--- src/rtl/ff_pkg.sv ---
// Shared mode encoding and per-bit next-state rule for the multi-mode flip-flop bank.
package ff_pkg;

  typedef enum logic [1:0] {FF_D, FF_T, FF_JK, FF_SR} ff_mode_e;

  // SR with S=R=1 holds the bit; the illegal condition is flagged separately.
  function automatic logic ff_next(ff_mode_e mode, logic a, logic b, logic q);
    logic nxt;
    nxt = q;
    case (mode)
      FF_D:  nxt = a;
      FF_T:  nxt = q ^ a;
      FF_JK: nxt = (a & ~q) | (~b & q);
      FF_SR: begin
        if (a && !b)      nxt = 1'b1;
        else if (!a && b) nxt = 1'b0;
        else              nxt = q;
      end
      default: nxt = q;
    endcase
    return nxt;
  endfunction

endpackage

--- src/rtl/ff_cell.sv ---
// One mode-configurable flip-flop bit with enable, synchronous reset and a registered change pulse.
module ff_cell
  import ff_pkg::*;
(
  input  logic       clk,
  input  logic       rst,
  input  logic       rst_val,
  input  logic       en,
  input  logic [1:0] mode,
  input  logic       a,
  input  logic       b,
  output logic       q,
  output logic       chg,
  output logic       sr_illegal
);

  ff_mode_e mode_e;
  logic     q_next;

  always_comb begin
    mode_e     = ff_mode_e'(mode);
    q_next     = ff_next(mode_e, a, b, q);
    sr_illegal = en & (mode_e == FF_SR) & a & b;
  end

  // The change pulse compares against the value being replaced, so it is 0 whenever the bit holds.
  always_ff @(posedge clk) begin
    if (rst) begin
      q   <= rst_val;
      chg <= 1'b0;
    end else if (en) begin
      q   <= q_next;
      chg <= q_next ^ q;
    end else begin
      chg <= 1'b0;
    end
  end

endmodule

--- src/rtl/multi_mode_ff_bank.sv ---
// WIDTH-bit register whose bits behave as D, T, JK or SR flip-flops, with a sticky illegal-SR error flag.
module multi_mode_ff_bank
  import ff_pkg::*;
#(
  parameter int               WIDTH   = 8,
  parameter logic [WIDTH-1:0] RST_VAL = '0
) (
  input  logic             clk,
  input  logic             rst,
  input  logic             en_i,
  input  logic [1:0]       mode_i,
  input  logic [WIDTH-1:0] a_i,
  input  logic [WIDTH-1:0] b_i,
  input  logic             err_clr_i,
  output logic [WIDTH-1:0] q_o,
  output logic [WIDTH-1:0] qn_o,
  output logic [WIDTH-1:0] chg_o,
  output logic             err_o
);

  logic [WIDTH-1:0] sr_illegal;

  for (genvar i = 0; i < WIDTH; i++) begin : g_bit
    ff_cell u_cell (
      .clk        (clk),
      .rst        (rst),
      .rst_val    (RST_VAL[i]),
      .en         (en_i),
      .mode       (mode_i),
      .a          (a_i[i]),
      .b          (b_i[i]),
      .q          (q_o[i]),
      .chg        (chg_o[i]),
      .sr_illegal (sr_illegal[i])
    );
  end

  assign qn_o = ~q_o;

  // A new illegal event outranks a clear arriving in the same cycle.
  always_ff @(posedge clk) begin
    if (rst) begin
      err_o <= 1'b0;
    end else if (|sr_illegal) begin
      err_o <= 1'b1;
    end else if (err_clr_i) begin
      err_o <= 1'b0;
    end
  end

endmodule

--- config.mk ---
export PLATFORM = sky130hd
export DESIGN_NAME = multi_mode_ff_bank
export DESIGN_NICKNAME = d
export VERILOG_FILES = /design/src/rtl/ff_pkg.sv /design/src/rtl/ff_cell.sv /design/src/rtl/multi_mode_ff_bank.sv
export SDC_FILE = /design/constraint.sdc
export NUM_CORES = 1
export LEC_CHECK = 0
export CAP_MARGIN = 15
export CORE_ASPECT_RATIO = 1.25
export CORE_MARGIN = 1
export CORE_UTILIZATION = 51
export CTS_BUF_LIST = sky130_fd_sc_hd__clkbuf_16
export DETAILED_ROUTE_END_ITERATION = 10
export GPL_TIMING_DRIVEN = 1
export PLACE_DENSITY = 0.86
export RECOVER_POWER = 25
export SETUP_SLACK_MARGIN = 0.1
export SLEW_MARGIN = 20
export SYNTH_ARGS = -nofsm -noshare
export SYNTH_HDL_FRONTEND = slang
export SYNTH_HIERARCHICAL = 1
export SYNTH_SLANG_ARGS = --single-unit
--- constraint.sdc ---
create_clock -name clk -period 1.99 [get_ports clk]
set_input_delay 0.398 -clock clk [delete_from_list [all_inputs] [get_ports clk]]
set_output_delay 0.398 -clock clk [all_outputs]
set_load 0.02 [all_outputs]
==> run summary, run 1 <==
- **Inst Count DP** 300
- **register bit count reported by yosys** 17
- **total via count in the routed design** 1675
- **kind of capture point of the worst setup path** output port
- **worst hold path startpoint** err_o
- **largest incremental delay on the critical path** 0.60 ns
- **clock share of power** 31.2%
- **static leakage** 0.000871 uW
- **Total Die Area** 0.00331 mm^2
- **CTS tree** built
- **class of the most critical hold timing path** reg -> reg
- **Hold Crit Endpoint** err_o
- **achievable clock frequency** 546 MHz
- **Vert. Die Dim** 64.1 um
- **Antenna diodes** 0
- **Internal Power** 891 uW
- **number of buffers added by the clock tree synthesis step** 3
- **Max Root-Sink Buffers** 2
- **area added between synthesis and finish** 41.3%
- **critical path's slowest cell** sky130_fd_sc_hd__clkdlybuf4s50_1
- **proportion of power drawn by combinational gates** 34.4%
- **maximum number of pins on one net before global-route repair** 65
- **maximum resistive drop on vdd** 0.406 mV
- **synthesized netlist cell count** 214
- **Routed Wire Length** 3.51 mm
- **I/O pins** 47
- **Clock Sink Count** 17
- **post-route cell area** 0.00222 mm^2
- **Sum Neg Setup Slack** 0 ns
- **all-layer global routing usage** 22.3%
- **final cell count without fillers** 308
- **crit-path cells** inv_1 > clkdlybuf4s50_1
- **fraction of final layout cells sized beyond drive strength 1** 10.7%
- **WS Path Type** reg -> out
- **Power Dens Cells** 580 mW/mm^2
- **average wire length per cell after detail routing** 11.4 um
- **leading cell type in the layout, fill and taps excluded** sky130_fd_sc_hd__clkdlybuf4s50_1
- **crit path max fanout** 8
- **Crit Reg-Reg Endpoint** g_bit[6].u_cell/q
- **ratio of final minimum period to clock period** 92.0%
- **antenna violations before repair** 0
- **number of buffers inserted by port buffering** 46
- **filler instances** 221
- **post-detailed-placement half-perimeter wirelength** 2.19 mm
- **Yosys cell types** 19
- **share of the yosys chip area belonging to registers** 26.7%
- **number of violations of the max-capacitance limit** 0
- **Fin Clk Skew** 0.000337 ns
- **Net count, final** 295
- **Crit path arrival time** 1.43 ns
- **horizontal die dimension** 51.7 um
- **floorplan core area** 0.00295 mm^2
- **Critical Path Source Type** register
- **cells taking the most area after synthesis** sky130_fd_sc_hd__edfxtp_1, sky130_fd_sc_hd__a21oi_1, sky130_fd_sc_hd__dfxtp_1
- **first-pass GRT wire length** 5.82 mm
- **Starting Density** 53.4%
- **average cell area after synthesis** 7.35 um^2
- **remaining global-route overflow** 0
- **Placer Congestion** 0.772
- **remaining routing DRC violations** 0
- **switching portion of total power** 30.8%
- **multi-input combinational cell area** 0.00106 mm^2
- **Worst R2R Setup Slack** 0.79 ns
- **fraction of synthesized cell area taken by the top area cell type** 15.3%
- **minimum clock period after layout** 1.83 ns
- **PostCTS Resize Cnt** 0
- **final hold violation count** 0
- **worst setup timing slack at the placement stage** 0.162 ns
- **number of nets still failing antenna checks after routing** 0
- **1st-iter DRT viols** 59
- **relative contribution of sequential cells to total power** 34.4%
- **detailed-router iteration count before antenna repair** 4
- **data required time of the critical path** 1.59 ns
- **final number of max-transition violations** 0
- **Min-Delay Path Depth** 2
- **insertion delay to the later sink of the worst-skew pair** 0.25 ns
- **vias in the first global route** 1349
- **Setup Viol. Count Final** 0
- **standard cell area after detailed placement** 0.00212 mm^2
- **status** finished clean
- **setup repair after global routing missed its margin** false
- **num rows** 22
- **cell area after synthesis** 0.00157 mm^2
- **cell accounting for the most synthesized area** sky130_fd_sc_hd__edfxtp_1
- **Register-to-Register Path Depth** 3
- **Yosys warning count** 6
- **leading cell types in the layout, fill and taps excluded** sky130_fd_sc_hd__clkdlybuf4s50_1, sky130_fd_sc_hd__a21oi_1, sky130_fd_sc_hd__nand2_1, sky130_fd_sc_hd__nand3_1, sky130_fd_sc_hd__inv_1
- **Reg clk slew, reported paths** 0.05 ns
- **master cell of the clock root buffer** sky130_fd_sc_hd__clkbuf_16
- **setup slack of the critical path after layout** 0.160 ns
- **startpoint of the most critical register-to-register path** g_bit[6].u_cell/q
- **Sequential Area** 420 um^2
- **switching power** 397 uW
- **H-tree levels** 1
- **via/cell ratio** 5.44
## what timing repair did
| action | CTS | global route |
|---|---|---|
| hold endpoints to repair | 0 | 0 |
| hold buffers | 0 | 0 |
| setup buffers | 0 | 4 |
| setup endpoints to repair | 0 | 2 |
## cell type report
type | instances | area share [%]
Clock buffer | 3 | 3.38
Tap cell | 36 | 2.03
Inverter | 16 | 2.70
Timing Repair Buffer | 55 | 25.2
Clock inverter | 1 | 0.169
Sequential cell | 17 | 18.9
Multi-Input combinational cell | 180 | 47.6
## worst max path at each step
stage / cells after the start / slack, ns / start / to
after floorplan: 4 / 0.76 / a_i[0] / g_bit[0].u_cell/q
after global placement: 5 / 0.19 / mode_i[0] / g_bit[3].u_cell/q
after detailed placement: 5 / 0.16 / mode_i[0] / g_bit[6].u_cell/q
after CTS: 2 / 0.16 / g_bit[0].u_cell/q / qn_o[0]
after global routing: 2 / 0.09 / g_bit[4].u_cell/q / qn_o[4]
final: 2 / 0.16 / g_bit[0].u_cell/q / qn_o[0]
## layer usage
| metal | up-vias | share of wire, % | wire length (um) | GRT usage (%) |
|---|---|---|---|---|
| met2 | 39 | 48 | 1700 | 35.7 |
| li1 | 876 | - | - | - |
| met5 | - | 0 | 0 | 0 |
| met4 | 0 | 1.0 | 36 | 7.09 |
| met1 | 756 | 47 | 1640 | 30.2 |
| met3 | 4 | 3.7 | 129 | 3.10 |
## critical path: cells and delay by family, from the launching register on
kind | cells | cell delay (ns)
flip-flops | 1 | 0.50
buffers and inverters | 2 | 0.69
## per-stage QoR
| stage | hold WS, ns | utilization [%] | power, uW |
|---|---|---|---|
| floorplan | 0.467 | - | 671 |
| global placement | 0.494 | 72.0 | 871 |
| detailed placement | 0.504 | 72.0 | 878 |
| CTS | 0.517 | 74.6 | 1280 |
| global route | 0.525 | 75.4 | 1360 |
| finish | 0.525 | 75.4 | 1290 |
## logic make-up (layout without fill, tap and decap cells)
kind of cell,count (synthesis),after routing,synth area share (%)
buffers and inverters,24,75,7.64
other,1,8,0.238
DFF,17,17,26.7
AOI/OAI and AO/OA,65,65,29.0
and+or+nand+nor,107,107,36.4
## synthesized netlist by cell type
cell type,n
sky130_fd_sc_hd__a211oi_1,8
sky130_fd_sc_hd__a21oi_1,40
sky130_fd_sc_hd__a31oi_1,1
sky130_fd_sc_hd__buf_4,8
sky130_fd_sc_hd__conb_1,1
sky130_fd_sc_hd__dfxtp_1,9
sky130_fd_sc_hd__edfxtp_1,8
sky130_fd_sc_hd__inv_1,16
sky130_fd_sc_hd__nand2_1,24
sky130_fd_sc_hd__nand2b_1,9
sky130_fd_sc_hd__nand3_1,24
sky130_fd_sc_hd__nand3b_1,8
sky130_fd_sc_hd__nor2_1,16
sky130_fd_sc_hd__nor4_2,2
sky130_fd_sc_hd__o211ai_1,8
sky130_fd_sc_hd__o41ai_2,8
sky130_fd_sc_hd__or2_1,8
sky130_fd_sc_hd__or2_2,8
sky130_fd_sc_hd__or2b_1,8
## power groups by stage
stage / Combinational [uW] / Sequential, uW / Clock [uW]
2_1_floorplan: 191 / 479 / 0
3_3_place_gp: 422 / 449 / 0
3_5_place_dp: 428 / 450 / 0
4_1_cts: 431 / 443 / 411
5_1_grt: 484 / 448 / 428
6_report: 443 / 443 / 402
## registers in the layout (all words and copies together), names as in the netlist
name,cells
g_bit.u_cell/chg,8
g_bit.u_cell/q,8
err_o,1
Note: power is estimated with default switching activity, not from simulation.
==> run 2, diff against run 1 <==
--- a/config.mk
+++ b/config.mk
@@ -13,8 +13,8 @@
 export DETAILED_ROUTE_END_ITERATION = 10
 export GPL_TIMING_DRIVEN = 1
 export PLACE_DENSITY = 0.86
-export RECOVER_POWER = 25
-export SETUP_SLACK_MARGIN = 0.1
+export RECOVER_POWER = 100
+export SETUP_SLACK_MARGIN = 0.2
 export SLEW_MARGIN = 20
 export SYNTH_ARGS = -nofsm -noshare
 export SYNTH_HDL_FRONTEND = slang
==> run 2 against run 1 <==
  * Wire length up 0.83%
  * Final area up 0.34%
  * Clock power about the same
  * Register-to-register slack got worse by 0.14 ns
  * Largest cell class unchanged
  * Largest power group is now combinational logic
  * Critical endpoint is now qn_o[1]
  * Cell count up 1.6%
==> run summary, run 2 (same netlist as run 1, synthesis figures left out) <==
- **floorplan core area** 0.00295 mm^2, unchanged
- **crit-path cells** inv_1 > dlygate4sd3_1
- **critical path's slowest cell** sky130_fd_sc_hd__dlygate4sd3_1
- **insertion delay to the later sink of the worst-skew pair** 0.25 ns, about the same
- **final number of max-transition violations** 0, unchanged
- **leading cell types in the layout, fill and taps excluded** sky130_fd_sc_hd__a21oi_1, sky130_fd_sc_hd__dlygate4sd3_1, sky130_fd_sc_hd__nand2_1, sky130_fd_sc_hd__nand3_1, sky130_fd_sc_hd__clkdlybuf4s50_1
- **maximum resistive drop on vdd** 0.387 mV, -4.8%
- **Clock Sink Count** 17, unchanged
- **Power Dens Cells** 573 mW/mm^2, -1.1%
- **horizontal die dimension** 51.7 um, unchanged
- **multi-input combinational cell area** 0.00103 mm^2, -2.8%
- **number of buffers inserted by port buffering** 46, unchanged
- **crit path max fanout** 4, -4
- **data required time of the critical path** 1.59 ns, about the same
- **remaining global-route overflow** 0, unchanged
- **Routed Wire Length** 3.54 mm, +0.83%
- **Setup Viol. Count Final** 0, unchanged
- **Net count, final** 300, +1.7%
- **Crit path arrival time** 1.41 ns, -0.02 ns
- **Max Root-Sink Buffers** 2, unchanged
- **filler instances** 216, -2.3%
- **detailed-router iteration count before antenna repair** 4, unchanged
- **remaining routing DRC violations** 0, unchanged
- **class of the most critical hold timing path** reg -> reg
- **average wire length per cell after detail routing** 11.3 um, -0.78%
- **leading cell type in the layout, fill and taps excluded** sky130_fd_sc_hd__a21oi_1
- **kind of capture point of the worst setup path** output port
- **Fin Clk Skew** 0.000668 ns, +0.000332 ns
- **largest incremental delay on the critical path** 0.66 ns, +0.06 ns
- **first-pass GRT wire length** 6.18 mm, +6.0%
- **PostCTS Resize Cnt** 0, unchanged
- **via/cell ratio** 5.38, -1.0%
- **worst hold margin** 0.517 ns, -0.00797 ns
- **fraction of final layout cells sized beyond drive strength 1** 10.8%, +0.17 points
- **Critical Path Source Type** register
- **number of nets still failing antenna checks after routing** 0, unchanged
- **final hold violation count** 0, unchanged
- **number of buffers added by the clock tree synthesis step** 3, unchanged
- **master cell of the clock root buffer** sky130_fd_sc_hd__clkbuf_16
- **Placer Congestion** 0.772, unchanged
- **maximum number of pins on one net before global-route repair** 65, unchanged
- **WS Path Type** reg -> out
- **all-layer global routing usage** 23.6%, +1.4 points
- **setup repair after global routing missed its margin** false
- **achievable clock frequency** 553 MHz, +1.2%
- **Starting Density** 53.4%, unchanged
- **Sequential Area** 420 um^2, unchanged
- **I/O pins** 47, unchanged
- **Sum Neg Setup Slack** 0 ns, unchanged
- **Total Die Area** 0.00331 mm^2, unchanged
- **static leakage** 0.000907 uW, +4.1%
- **Antenna diodes** 0, unchanged
- **minimum clock period after layout** 1.81 ns, -0.0221 ns
- **num rows** 22, unchanged
- **post-detailed-placement half-perimeter wirelength** 2.19 mm, unchanged
- **1st-iter DRT viols** 89, +51%
- **vias in the first global route** 1422, +5.4%
- **CTS tree** built
- **Vert. Die Dim** 64.1 um, unchanged
- **ratio of final minimum period to clock period** 90.9%, -1.1 points
- **antenna violations before repair** 0, unchanged
- **status** finished clean
- **worst setup timing slack at the placement stage** 0.162 ns, unchanged
- **number of violations of the max-capacitance limit** 0, unchanged
- **largest registers** g_bit.u_cell/chg x8, g_bit.u_cell/q x8, err_o x1
- **Reg clk slew, reported paths** 0.05 ns, about the same
- **H-tree levels** 1, unchanged
- **total via count in the routed design** 1685, +0.60%
- **area added between synthesis and finish** 41.8%
- **setup slack of the critical path after layout** 0.182 ns, +0.0221 ns
## run 2: metrics by stage
step / utilization (%) / cell area, um^2 / power [uW] / instances
floorplan: - / 1600 / 671 / 221
global placement: 72.0 / 2120 / 871 / 300
detailed placement: 72.0 / 2120 / 878 / 300
CTS: 76.9 / 2270 / 1310 / 313
global route: 75.7 / 2230 / 1350 / 313
finish: 75.7 / 2230 / 1280 / 313
## run 2: per-layer routing
metal  share of wire [%]  global-route usage, %  up-vias  wire length, um
li1                    -                      -      883                -
met1                  46                   32.2      752             1630
met2                  49                   38.3       46             1720
met3                 4.2                   3.10        4              149
met4                 1.0                   6.76        0               36
met5                   0                      0        -                0
## run 2: area by class of cell
cell class,instances,share of cell area [%]
Timing Repair Buffer,60,26.8
Clock inverter,1,0.168
Multi-Input combinational cell,180,46.1
Inverter,16,2.69
Clock buffer,3,3.37
Sequential cell,17,18.9
Tap cell,36,2.02
## run 2: power by group
part | switching [uW] | total (uW) | internal [uW]
logic | 240 | 454 | 214
registers | 17.8 | 420 | 402
clock network | 137 | 404 | 267
total | 395 | 1280 | 883
## run 2: what timing repair did
action                                  4_1_cts  5_1_grt
hold buffers                                  0        0
endpoints found under the setup margin        8        0
setup buffers                                 9        0
## run 2: critical path: cells and delay by family, from the launching register on
| family | cells | cell delay [ns] |
|---|---|---|
| buffers and inverters | 2 | 0.73 |
| flip-flops | 1 | 0.43 |
## run 2: worst paths after layout
check / endpoint / cells past startpoint / startpoint / slack, ns
hold reg to reg: err_o / 2 / err_o / 0.52
setup / recovery: qn_o[1] / 2 / g_bit[1].u_cell/q / 0.18
setup reg to reg: g_bit[6].u_cell/q / 4 / g_bit[6].u_cell/q / 0.65
hold / removal: err_o / 2 / err_o / 0.52
